<file path="config.mk">
export PLATFORM = sky130hd
export DESIGN_NAME = stp16_frame_scheduler
export DESIGN_NICKNAME = d
export VERILOG_FILES = /design/src/rtl/stp16_frame_scheduler.sv
export SDC_FILE = /design/constraint.sdc
export NUM_CORES = 1
export LEC_CHECK = 0
export BUFFER_PORTS_ARGS = -buffer_cell sky130_fd_sc_hd__clkbuf_2
export CORE_MARGIN = 2
export CORE_UTILIZATION = 40
export CTS_BUF_LIST = sky130_fd_sc_hd__clkbuf_4
export DETAILED_ROUTE_END_ITERATION = 16
export SLEW_MARGIN = 20
export SYNTH_ARGS = -nofsm -noshare
export SYNTH_HDL_FRONTEND = slang
export SYNTH_SLANG_ARGS = --single-unit
export TNS_END_PERCENT = 20
</file>
<file path="constraint.sdc">
create_clock -name clk -period 6 [get_ports clk]
set_clock_uncertainty 0.05 [all_clocks]
set_input_delay 0.3 -clock clk [delete_from_list [all_inputs] [get_ports clk]]
set_output_delay 0.3 -clock clk [all_outputs]
set_load 0.02 [all_outputs]
</file>
<file path="src/rtl/stp16_frame_scheduler.sv">
`default_nettype none
// ============================================================================
// Module   : stp16_frame_scheduler
// Brief    : Arbitrates meter/overlay frames into one STP16CPC26 driver with
//            coalescing, minimum update gap, overlay hold and periodic refresh.
// Revision : 1.0 - initial release
// ============================================================================
module stp16_frame_scheduler #(
    parameter int WIDTH          = 32,
    parameter int MIN_INTERVAL   = 1024,
    parameter int REFRESH_PERIOD = 65536,
    parameter int OVERLAY_HOLD   = 262144
) (
    input  logic             clk,
    input  logic             reset,
    input  logic             s0_valid,
    input  logic [WIDTH-1:0] s0_data,
    output logic             s0_ready,
    input  logic             s1_valid,
    input  logic [WIDTH-1:0] s1_data,
    output logic             s1_ready,
    output logic             drv_valid,
    output logic [WIDTH-1:0] drv_data,
    input  logic             drv_ready,
    output logic             overlay_active,
    output logic             drop
);

    localparam int GAP_W  = (MIN_INTERVAL > 1) ? $clog2(MIN_INTERVAL) : 1;
    localparam int REF_W  = (REFRESH_PERIOD > 1) ? $clog2(REFRESH_PERIOD) : 1;
    // Sized to hold the full reload value, which may be an exact power of two
    localparam int HOLD_W = (OVERLAY_HOLD > 0) ? $clog2(OVERLAY_HOLD + 1) : 1;

    localparam logic [GAP_W-1:0]  GAP_RELOAD  = GAP_W'(MIN_INTERVAL - 1);
    localparam logic [GAP_W-1:0]  GAP_ONE     = GAP_W'(1);
    localparam logic [REF_W-1:0]  REF_RELOAD  = REF_W'((REFRESH_PERIOD > 0) ? REFRESH_PERIOD - 1 : 0);
    localparam logic [REF_W-1:0]  REF_ONE     = REF_W'(1);
    localparam logic [HOLD_W-1:0] HOLD_RELOAD = HOLD_W'(OVERLAY_HOLD);
    localparam logic [HOLD_W-1:0] HOLD_ONE    = HOLD_W'(1);

    localparam logic [1:0] ST_IDLE  = 2'd0;
    localparam logic [1:0] ST_ISSUE = 2'd1;
    localparam logic [1:0] ST_GAP   = 2'd2;

    logic [1:0]        state_q, state_d;
    logic              s0_ready_q, s1_ready_q;
    logic              drv_valid_q, drv_valid_d;
    logic [WIDTH-1:0]  drv_data_q, drv_data_d;
    logic              overlay_active_q, overlay_active_d;
    logic              drop_q, drop_d;
    logic [WIDTH-1:0]  shadow_q, shadow_d;
    logic              dirty_q, dirty_d;
    logic [GAP_W-1:0]  gap_cnt_q, gap_cnt_d;
    logic [REF_W-1:0]  refresh_cnt_q, refresh_cnt_d;
    logic [HOLD_W-1:0] hold_cnt_q, hold_cnt_d;

    logic s0_take, s1_take, s0_store, frame_store;
    logic refresh_due, issue_req, launch, handshake;

    always_comb begin : p_accept
        s1_take          = s1_valid & s1_ready_q;
        s0_take          = s0_valid & s0_ready_q;
        s0_store         = s0_take & ~s1_take & (hold_cnt_q == '0);
        frame_store      = s1_take | s0_store;
        drop_d           = s0_take & ~s0_store;
        shadow_d         = shadow_q;
        if (s1_take) begin
            shadow_d = s1_data;
        end else if (s0_store) begin
            shadow_d = s0_data;
        end
        hold_cnt_d       = hold_cnt_q;
        if (s1_take) begin
            hold_cnt_d = HOLD_RELOAD;
        end else if (hold_cnt_q != '0) begin
            hold_cnt_d = hold_cnt_q - HOLD_ONE;
        end
        overlay_active_d = (hold_cnt_d != '0);
    end

    assign refresh_due = (REFRESH_PERIOD != 0) && (refresh_cnt_q == '0);
    assign issue_req   = (gap_cnt_q == '0) && (dirty_q || refresh_due);

    always_ff @(posedge clk) begin : p_state_reg
        if (reset) begin
            state_q <= ST_IDLE;
        end else begin
            state_q <= state_d;
        end
    end

    // The gap's final cycle may launch directly, so a handshake at T gives
    // the next drv_valid rise at T + MIN_INTERVAL + 1 at the earliest.
    always_comb begin : p_next_state
        state_d   = state_q;
        launch    = 1'b0;
        handshake = 1'b0;
        case (state_q)
            ST_IDLE: begin
                if (issue_req) begin
                    state_d = ST_ISSUE;
                    launch  = 1'b1;
                end
            end
            ST_ISSUE: begin
                if (drv_valid_q && drv_ready) begin
                    state_d   = ST_GAP;
                    handshake = 1'b1;
                end
            end
            ST_GAP: begin
                if (gap_cnt_q == '0) begin
                    if (issue_req) begin
                        state_d = ST_ISSUE;
                        launch  = 1'b1;
                    end else begin
                        state_d = ST_IDLE;
                    end
                end
            end
            default: state_d = ST_IDLE;
        endcase
    end

    always_comb begin : p_outputs
        drv_valid_d = (state_d == ST_ISSUE);
        drv_data_d  = launch ? shadow_q : drv_data_q;
    end

    // Dirty is cleared at launch, so any frame stored while the current one is
    // in flight (including the launch cycle itself) is sent after the gap.
    always_comb begin : p_counters
        dirty_d = launch ? frame_store : (dirty_q | frame_store);

        gap_cnt_d = gap_cnt_q;
        if (handshake) begin
            gap_cnt_d = GAP_RELOAD;
        end else if ((state_q == ST_GAP) && (gap_cnt_q != '0)) begin
            gap_cnt_d = gap_cnt_q - GAP_ONE;
        end

        refresh_cnt_d = refresh_cnt_q;
        if (handshake) begin
            refresh_cnt_d = REF_RELOAD;
        end else if ((state_q != ST_ISSUE) && (refresh_cnt_q != '0)) begin
            refresh_cnt_d = refresh_cnt_q - REF_ONE;
        end
    end

    always_ff @(posedge clk) begin : p_regs
        if (reset) begin
            s0_ready_q       <= 1'b0;
            s1_ready_q       <= 1'b0;
            drv_valid_q      <= 1'b0;
            drv_data_q       <= '0;
            overlay_active_q <= 1'b0;
            drop_q           <= 1'b0;
            shadow_q         <= '0;
            dirty_q          <= 1'b1;
            gap_cnt_q        <= '0;
            refresh_cnt_q    <= '0;
            hold_cnt_q       <= '0;
        end else begin
            s0_ready_q       <= 1'b1;
            s1_ready_q       <= 1'b1;
            drv_valid_q      <= drv_valid_d;
            drv_data_q       <= drv_data_d;
            overlay_active_q <= overlay_active_d;
            drop_q           <= drop_d;
            shadow_q         <= shadow_d;
            dirty_q          <= dirty_d;
            gap_cnt_q        <= gap_cnt_d;
            refresh_cnt_q    <= refresh_cnt_d;
            hold_cnt_q       <= hold_cnt_d;
        end
    end

    assign s0_ready       = s0_ready_q;
    assign s1_ready       = s1_ready_q;
    assign drv_valid      = drv_valid_q;
    assign drv_data       = drv_data_q;
    assign overlay_active = overlay_active_q;
    assign drop           = drop_q;

endmodule
`default_nettype wire

</file>
==> impl_metrics.csv <==
group,metric,value,unit
status,status,"finished clean",
synth,syn_area_per_cell,8.67,um^2
timing,report.final.slew_viol_count,0,
synth,synth_edf_count,0,
cells_and_area,layout_commonest_cell,"dfxtp_1",
hold_path,whs_path_depth,3,
floorplanning,core,0.0120,mm^2
cts,cts_hold_buf,65,
synth,syn_nets,638,
synth,syn_area,0.00491,mm^2
synth,netlist.area_leader.share,47.3,%
placed_design,placed_cells,788,
worst_setup_path,cp_data_required_time,6.40,ns
worst_setup_path,path_cells,"inv_1, ha_1, nor3b_1, nand2_2, nor4_4, a21oi_1, nor2b_4, buf_4, nor2_1, a311oi_1, dlygate4sd3_1",
drt,drcViolationCount,0,
drt,via_per_inst,5.15,
cts,post_cts_buffers,0,
global_routing,track_usage,19.1,%
cells_and_area,final_nets,797,
synth,synth.largest_area_cell,"dfxtp_1",
floorplanning,die_y,115,um
pwr,cellPowerDensity,492,mW/mm^2
floorplanning,rows,40,
cells_and_area,fillCellCount,1115,
global_routing,grt_overflow_total,0,
global_routing,grt_max_degree,100,
cts,cts_resized,0,
drt,wirelength,12.3,mm
global_routing,grt_pass1_wl,20.2,mm
hold_path,worstHoldStart,"s1_valid",
cells_and_area,multiInputGateArea,0.00242,mm^2
timing,fmax,262,MHz
cells_and_area,area_delta_synth_final,31.1,%
pwr,leakage,2.77,nW
timing,setup-violations-final,0,
placed_design,hpwl,7.87,mm
floorplanning,die-area,0.0132,mm^2
cts,cts_tree,"yes",
synth,yosys-top-cells-area,"dfxtp_1, nor2_1, mux2i_1, nand2_1, a311oi_1",
cts,cts_max_path_buffers,2,
drt,wl_per_cell,13.8,um
timing,period_share,63.7,%
synth,synth_flop_cell,"dfxtp_1",
cells_and_area,final_cell_mix,"dfxtp_1, clkbuf_2, nor2_1",
cells_and_area,seq_area,0.00232,mm^2
global_routing,antenna_found_initial,0,
timing,finalHoldViolations,0,
timing,tightest_slew,1.04,ns
timing,period_minus_slack,3.82,ns
synth,synthCells,566,
floorplanning,die_width,115,um
worst_setup_path,crit_fanout,65,
floorplanning,start_util,40.9,%
hold_path,min_to,"drop$_SDFF_PP0_",
worst_setup_path,r2r_end,"shadow_q[8]$_SDFFE_PP0P_",
drt,vias,4561,
placed_design,place.gp.congestion,0.849,
timing,fin_tns_setup,0,ns
worst_setup_path,reg2reg_from,"hold_cnt_q[0]$_SDFF_PP0_",
worst_setup_path,cpMaxStageDelayCell,"dlygate4sd3_1",
drt,ant_nets,0,
timing,relSlewSlack,30.7,%
drt,drtIter0Drc,337,
worst_setup_path,crit_family,"simple AND/OR/NAND/NOR gates",
cts,h-tree-depth,4,
synth,ys_warn_count,0,
synth,synth_cell_types,41,
placed_design,port_buffers,105,
cts,numCtsBuffers,17,
hold_path,hold_path.class,"in -> reg",
worst_setup_path,worstSetupPathType,"reg -> reg",
timing,rsz0062_at_grt,"no",
cts,insertion_delay,0.51,ns
worst_setup_path,cp_slowest_stage_delay,0.59,ns
worst_setup_path,reg2reg_depth,11,
worst_setup_path,worst-path-buf-inv,3,
drt,dr.pass1.iters,5,
worst_setup_path,reg2reg_slack,2.18,ns
cts,clock-sinks,116,
synth,ys_ff_latch,116,
synth,seq_area_frac_synth,47.3,%
cts,clkSlewWorstSetupHoldPaths,0.10,ns
floorplanning,top_level_ports,106,
cells_and_area,drive_above_1_share,20.6,%
worst_setup_path,cp.arrival,4.22,ns
worst_setup_path,critical_path.startpoint_type,"register",
worst_setup_path,endpoint_kind,"register",
cells_and_area,final_cell_count_no_fill,885,
global_routing,grt_pass1_vias,4386,
synth,synth-async-reset-ratio,0,%
pwr,peakVddDrop,0.195,mV
cts,cts_root_buf,"clkbuf_4",
run,max_cap_violations,0,
cells_and_area,diodes,0,
==> worst min-delay path, cell delays in order <==
cell and delay [ns]:
clkbuf_2 0.12, nor2_1 0.07, nor3_1 0.13
==> flip-flops by register name, indices dropped and copies added, names as in the netlist <==
name            flops
drv_valid           1
overlay_active      1
hold_cnt_q         19
state_q             2
gap_cnt_q          10
refresh_cnt_q      16
s1_ready            1
shadow_q           32
drv_data           32
dirty_q             1
drop                1
==> how the worst max path moves through the flow <==
| stage | from | end | slack, ns | depth (start not counted) |
|---|---|---|---|---|
| 5_1_grt | hold_cnt_q[0]$_SDFF_PP0_ | shadow_q[28]$_SDFFE_PP0P_ | 1.79 | 11 |
| 3_5_place_dp | hold_cnt_q[0]$_SDFF_PP0_ | shadow_q[9]$_SDFFE_PP0P_ | 2.74 | 10 |
| 6_report | hold_cnt_q[0]$_SDFF_PP0_ | shadow_q[8]$_SDFFE_PP0P_ | 2.18 | 11 |
| 3_3_place_gp | hold_cnt_q[0]$_SDFF_PP0_ | shadow_q[7]$_SDFFE_PP0P_ | 2.87 | 10 |
| 2_1_floorplan | hold_cnt_q[0]$_SDFF_PP0_ | overlay_active$_SDFF_PP0_ | 3.30 | 10 |
| 4_1_cts | hold_cnt_q[0]$_SDFF_PP0_ | shadow_q[9]$_SDFFE_PP0P_ | 2.19 | 11 |
==> power by group <==
group	switching [mW]	internal, mW
Sequential	0.178	0.966
Clock	0.284	0.254
Combinational	0.826	0.655
==> layer usage <==
layer	part of all wire, %	routed length [um]	up-vias	global-route usage (%)
met5	0	0	-	0
met3	5.3	651	13	5.54
li1	-	-	2320	-
met2	48	5840	114	32.0
met4	1.1	137	0	5.62
met1	46	5620	2114	24.1
==> cell usage after synthesis, types with 5 or more instances <==
cell type,count
a211oi_1,14
a21oi_1,27
a311oi_1,33
a31oi_1,5
clkbuf_1,25
dfxtp_1,116
inv_1,8
mux2i_1,33
nand2_1,82
nor2_1,95
nor3_1,26
nor4_1,13
or3_1,11
xnor2_1,13
xor2_1,9
==> through the flow <==
stage	utilization [%]	power (mW)	setup slack, ns	hold slack, ns	cell area [um^2]
2_1_floorplan	-	2.27	3.30	0.383	4910
3_3_place_gp	45.9	2.56	2.87	0.404	5520
3_5_place_dp	45.9	2.58	2.74	0.403	5520
4_1_cts	53.6	3.18	2.19	0.0727	6430
5_1_grt	53.6	3.40	1.79	0.0835	6430
6_report	53.6	3.16	2.18	0.126	6430
==> cell families (layout without fill, tap and decap cells) <==
family	Yosys count	after routing	synth area share (%)
AO/OA/AOI/OAI	87	87	12.5
multiplexers	33	33	6.73
buffers and inverters	43	215	3.67
adder cells (fa/ha/maj)	3	3	0.765
flip-flops	116	116	47.3
AND/OR/NAND/NOR	262	262	25.1
XOR/XNOR	22	22	3.93
==> final cells by class <==
cell class,instances,share of cell area (%)
clock buffers,20,2.33
clock inverters,12,1.77
inverters,8,0.467
multi-input cells,407,37.6
flip-flops and latches,116,36.1
well taps,147,2.86
repair buffers,175,18.9
Power figures use the tool's default switching activity.
